## src/rtl/mtx_multitone_hop_gen.sv

```systemverilog
// Multi-tone frequency-hopping phase generator with a one-entry hop buffer and AXI-stream output.
// Defining MTX_HOP_SYNC_EN adds a hop counter that drives sync_ready; otherwise sync_ready is 0.
module mtx_multitone_hop_gen #(
    parameter int PHASE_WIDTH  = 24,
    parameter int NTONES       = 4,
    parameter int CNT_WIDTH    = 16,
    parameter int TX_SYNC_BITS = 3,
    parameter int NSIG         = 8192,
    parameter int NSYMB        = 9,
    parameter logic [PHASE_WIDTH-1:0] DPH_INC    = PHASE_WIDTH'(16384),
    parameter logic [PHASE_WIDTH-1:0] FREQ_SHIFT = PHASE_WIDTH'(4096),
    parameter logic [PHASE_WIDTH-1:0] START_PH   = PHASE_WIDTH'(0),
    parameter logic [PHASE_WIDTH-1:0] NPH_SHIFT  = PHASE_WIDTH'(0)
) (
    input  logic                          clk,
    input  logic                          reset,
    input  logic                          srst,
    input  logic                          hop_tvalid,
    output logic                          hop_tready,
    input  logic [PHASE_WIDTH-1:0]        hop_phase_inc,
    output logic                          out_tvalid,
    input  logic                          out_tready,
    output logic                          out_tlast,
    output logic [NTONES*PHASE_WIDTH-1:0] out_tdata,
    output logic                          hop_done,
    output logic                          sync_ready,
    output logic [CNT_WIDTH-1:0]          sigN,
    output logic [CNT_WIDTH-1:0]          symbN
);

    typedef enum logic {IDLE, RUN} state_t;

    state_t                 state, state_nxt;
    logic                   buf_valid, buf_valid_nxt;
    logic [PHASE_WIDTH-1:0] buf_inc;
    logic [PHASE_WIDTH-1:0] acc [NTONES];
    logic [PHASE_WIDTH-1:0] acc_nxt [NTONES];
    logic [PHASE_WIDTH-1:0] inc [NTONES];
    logic [PHASE_WIDTH-1:0] inc_nxt [NTONES];
    logic [PHASE_WIDTH-1:0] sp, sp_nxt;
    logic [CNT_WIDTH-1:0]   sig_nxt, symb_nxt;
    logic                   tlast_nxt;
    logic                   beat, last_sig, last_symb, hop_end, load, accept;

    assign out_tvalid = (state == RUN);
    assign beat       = out_tvalid && out_tready;
    assign last_sig   = (sigN == CNT_WIDTH'(NSIG - 1));
    assign last_symb  = (symbN == CNT_WIDTH'(NSYMB - 1));
    assign hop_end    = beat && last_sig && last_symb;
    assign load       = buf_valid && ((state == IDLE) || hop_end);
    assign accept     = hop_tvalid && hop_tready;

    always_ff @(posedge clk or posedge reset) begin
        if (reset) state <= IDLE;
        else       state <= state_nxt;
    end

    always_comb begin
        state_nxt = state;
        case (state)
            IDLE:    if (buf_valid) state_nxt = RUN;
            RUN:     if (hop_end && !buf_valid) state_nxt = IDLE;
            default: state_nxt = IDLE;
        endcase
        if (srst) state_nxt = IDLE;
    end

    // Accept and load are exclusive: a transfer needs an empty buffer, a load a full one.
    always_comb begin
        buf_valid_nxt = buf_valid;
        if (load)   buf_valid_nxt = 1'b0;
        if (accept) buf_valid_nxt = 1'b1;
        if (srst)   buf_valid_nxt = 1'b0;
    end

    always_ff @(posedge clk or posedge reset) begin
        if (reset) begin
            buf_valid  <= 1'b0;
            hop_tready <= 1'b0;
            buf_inc    <= '0;
        end else begin
            buf_valid  <= buf_valid_nxt;
            hop_tready <= !buf_valid_nxt && !srst;
            if (accept) buf_inc <= hop_phase_inc;
        end
    end

    always_comb begin
        acc_nxt  = acc;
        inc_nxt  = inc;
        sp_nxt   = sp;
        sig_nxt  = sigN;
        symb_nxt = symbN;
        if (load) begin
            for (int k = 0; k < NTONES; k++) begin
                inc_nxt[k] = buf_inc + PHASE_WIDTH'(k) * FREQ_SHIFT;
                acc_nxt[k] = START_PH;
            end
            sp_nxt   = START_PH;
            sig_nxt  = '0;
            symb_nxt = '0;
        end else if (hop_end) begin
            for (int k = 0; k < NTONES; k++) acc_nxt[k] = START_PH;
            sp_nxt   = START_PH;
            sig_nxt  = '0;
            symb_nxt = '0;
        end else if (beat) begin
            // A symbol boundary restarts every tone at the shifted start phase with a steeper chirp.
            if (last_sig) begin
                sp_nxt = sp - NPH_SHIFT;
                for (int k = 0; k < NTONES; k++) begin
                    acc_nxt[k] = sp - NPH_SHIFT;
                    inc_nxt[k] = inc[k] + DPH_INC;
                end
                sig_nxt  = '0;
                symb_nxt = symbN + CNT_WIDTH'(1);
            end else begin
                for (int k = 0; k < NTONES; k++) acc_nxt[k] = acc[k] + inc[k];
                sig_nxt = sigN + CNT_WIDTH'(1);
            end
        end
        if (srst) begin
            for (int k = 0; k < NTONES; k++) begin
                acc_nxt[k] = START_PH;
                inc_nxt[k] = '0;
            end
            sp_nxt   = START_PH;
            sig_nxt  = '0;
            symb_nxt = '0;
        end
        tlast_nxt = (state_nxt == RUN) && (sig_nxt == CNT_WIDTH'(NSIG - 1))
                    && (symb_nxt == CNT_WIDTH'(NSYMB - 1));
    end

    always_ff @(posedge clk or posedge reset) begin
        if (reset) begin
            for (int k = 0; k < NTONES; k++) begin
                acc[k] <= START_PH;
                inc[k] <= '0;
            end
            sp        <= START_PH;
            sigN      <= '0;
            symbN     <= '0;
            out_tlast <= 1'b0;
            hop_done  <= 1'b0;
        end else begin
            acc       <= acc_nxt;
            inc       <= inc_nxt;
            sp        <= sp_nxt;
            sigN      <= sig_nxt;
            symbN     <= symb_nxt;
            out_tlast <= tlast_nxt;
            hop_done  <= hop_end && !srst;
        end
    end

    for (genvar g = 0; g < NTONES; g++) begin : g_tdata
        assign out_tdata[g*PHASE_WIDTH +: PHASE_WIDTH] = acc[g];
    end

`ifdef MTX_HOP_SYNC_EN
    logic [TX_SYNC_BITS-1:0] sync_cnt;

    always_ff @(posedge clk or posedge reset) begin
        if (reset)        sync_cnt <= '1;
        else if (srst)    sync_cnt <= '1;
        else if (hop_end) sync_cnt <= sync_cnt + TX_SYNC_BITS'(1);
    end

    assign sync_ready = &sync_cnt;
`else
    assign sync_ready = 1'b0;
`endif

endmodule

```

## config.mk

```make
export PLATFORM = sky130hd
export DESIGN_NAME = mtx_multitone_hop_gen
export DESIGN_NICKNAME = d
export VERILOG_FILES = /design/src/rtl/mtx_multitone_hop_gen.sv
export SDC_FILE = /design/constraint.sdc
export NUM_CORES = 1
export LEC_CHECK = 0
export ABC_CLOCK_PERIOD_IN_PS = 17050
export BUFFER_PORTS_ARGS = -buffer_cell sky130_fd_sc_hd__buf_2
export CAP_MARGIN = 20
export CORE_ASPECT_RATIO = 1.75
export CORE_UTILIZATION = 55
export CTS_BUF_LIST = sky130_fd_sc_hd__clkbuf_4 sky130_fd_sc_hd__clkbuf_8
export CTS_CLUSTER_DIAMETER = 30
export DETAILED_ROUTE_END_ITERATION = 10
export PLACE_DENSITY = 0.85
export SYNTH_ARGS = -nofsm -noshare
export SYNTH_HDL_FRONTEND = slang
export SYNTH_SLANG_ARGS = --single-unit
```

## constraint.sdc

```tcl
create_clock -name clk -period 17.05 [get_ports clk]
set_clock_uncertainty 0.15 [all_clocks]
set_input_delay 2.5575 -clock clk [delete_from_list [all_inputs] [get_ports clk]]
set_output_delay 2.5575 -clock clk [all_outputs]
set_load 0.005 [all_outputs]
```

==> metrics.txt <==
post-CTS setup buffers=0; layout cells sized above 1=0.1556; drt total wl=around 38,000 um; Clk pin slew, worst setup/hold paths=roughly 0.060 ns; Via density=approximately 6; Hold Buf Count CTS=0; critical path cell sequence=buf_2 > a21oi_1 > o21ai_0 > buf_4 > nor2_1 > nor4bb_1 > nand4_1 > or4b_1 > nor4_2; Post-synth EDFFs=0; initial core utilization=0.5597; Hold WC Path Type=reg2reg; Ports=between 150 and 200; Max-Cap Viols=0; synth-to-layout area growth=13.28%; Setup WS pre-CTS=roughly 11 ns; largest net degree at the start of global routing=approximately 130; via count=around 13,000; Final period util=0.2983; Tmin final=5.086 ns; crit path max-delay cell type=a21oi_1; # DRC=0; CTS Buffer Depth=3; P_leak=a little under 8 nW; worst-path maximum fanout=32; core footprint=25,240 um^2; Post-synth ARST share=1.000; cell family with most CP delay=simple AND/OR/NAND/NOR gates; Syn. warnings=0; Yosys reg bits=roughly 220; overall global routing resource usage=0.2936; outcome=completed; critical path required time=between 15 and 20 ns; post_cts resized=0; post-synth top area share=0.3808; Critical Path Sink Type=flip-flop; DIE AREA=~26,000 um^2; CTS tree=yes; most common cell after layout, fill and taps aside=dfrtp_1; maximum vdd drop=about 0.055 mV; Max Clk Rate=between 150 and 200 MHz; number of global-route vias before repair=between 10,000 and 15,000; nets@finish=roughly 1,900; ant diodes=0; Net Count, Synth=1,765; cell area after synthesis=14,130 um^2; CP Launch Type=input pin; TNS Setup=0 ns; largest area contributor in the netlist=dfrtp_1; CTS sink count=215; Routed Antenna Nets=0; Avg Cell Area, Syn=8.673 um^2; setup ws final=about 12 ns; Num CTS Buffers=38; 1st-pass router iterations=5; later-pin clock latency in the skew report=between 0.5 and 0.6 ns; crit-path max cell delay=roughly 0.6 ns; Buf/Inv on CP=2; Die Y=214.0 um; Synth area leaders=dfrtp_1, ha_1, o21ai_0; critical path class=in2reg; Critical Path AT=5.40 ns; Synth cell types=69; H-Tree Depth=2; Final Slew Violations=0; gr ovfl total=0; Fin. Hold Viols=0; RSZ-0062 raised after global routing=false; global-route wire length before repair=between 60,000 and 70,000 um; Iter 0 DRT Violations=between 800 and 900; Port Buf Inserts=160; clock root buffer=clkbuf_8; most frequent cells in the layout=dfrtp_1, o21ai_0, nand2_1, buf_2, a21oi_1; sequential-to-total area share from yosys stat=0.3808; Die Span X=123.2 um; power per cell area=77.82 nW/um^2; Final Wtd Congestion=0.9289; initial antenna violation count=0; hpwl dp=27,330 um; Slew @ Worst Pin=~1.1 ns; Slew headroom=0.2860; WL/cell=about 18 um; row count=77; synthesized instance count=between 1,500 and 2,000; top_reg_cell synth=dfrtp_1; final setup vio count=0
-- sequential cells by signal, indices dropped and copies added, names as in the netlist --
signal	count
out_tdata	96
inc	58
buf_inc	24
sigN	16
symbN	16
buf_valid	1
hop_done	1
hop_tready	1
out_tlast	1
out_tvalid	1
-- final cells by class --
type                       instances  area (um^2)
timing repair buffer             170        915.9
clock inverter                    16        173.9
sequential                       215         5380
inverter                          35        138.9
multi-input combinational       1309         8372
clock buffer                      48        629.4
fill                            2085         9236
tap                              316        395.4
-- Yosys cell counts, types with 10 or more instances --
master	instances
a211o_1	10
a21o_1	34
a21oi_1	136
a22o_1	11
and3_1	25
clkbuf_1	56
dfrtp_1	215
ha_1	103
inv_1	35
mux2_2	24
nand2_1	199
nand2b_1	15
nand3_1	47
nand4_1	16
nor2_1	115
nor2b_1	26
nor3_1	43
nor3b_1	18
nor4_1	11
o21ai_0	211
o21bai_1	10
or3_1	13
xnor2_1	64
xor2_1	66
-- tightest hold or removal path: stages, from the launching register on --
cell	delay, ns
dfrtp_1	0.36
nand2_1	0.05
o21ai_0	0.06
-- metal layers --
layer	track usage	share of wire
met1	0.3098	0.36
met4	0.2325	0.082
met5	0	0
met3	0.05691	0.059
met2	0.4983	0.50
-- worst paths after layout --
path                       slack, ns       endpoint  cells past startpoint     startpoint
max                            11.96      out_tlast                      9           srst
min reg2reg                     0.36  out_tdata[75]                      2  out_tdata[75]
min in group asynchronous       2.02  out_tdata[89]                      2          reset
max reg2reg                    13.17  out_tdata[44]                     12         inc[1]
max in group asynchronous      13.39         inc[2]                      4          reset
min                             0.36  out_tdata[75]                      2  out_tdata[75]
-- kinds of logic (layout without fill, tap and decap cells) --
group | Yosys count | in the layout | synth area share
muxes | 28 | 28 | 0.02196
DFF | 215 | 215 | 0.3808
xor gates and xnor gates | 130 | 130 | 0.08059
other | 1 | 1 | 0.0002654
buffers and inverters | 105 | 269 | 0.02958
and+or+nand+nor | 562 | 562 | 0.1927
AOI/OAI and AO/OA | 481 | 481 | 0.1972
adders and majority gates | 107 | 107 | 0.09688
-- metrics by stage --
step             util  instance area, um^2  cells  total power, mW  hold slack, ns
4_1_cts        0.6319                15950   2107            1.249          0.3632
3_5_place_dp   0.6001                15150   2043           0.7327          0.3486
3_3_place_gp   0.6001                15150   2043           0.7259          0.3391
5_1_grt        0.6341                16010   2109            1.293          0.3776
6_report       0.6341                16010   2109            1.246          0.3559
2_1_floorplan       -                14130   1629           0.6816          0.3293
-- where the power goes --
group | switching, mW | internal [mW] | total (mW)
clock network | 0.228 | 0.290 | 0.517
registers | 0.0431 | 0.533 | 0.577
logic | 0.0912 | 0.0604 | 0.152
total | 0.362 | 0.884 | 1.25
No activity file was read; power rests on OpenSTA's default activity.
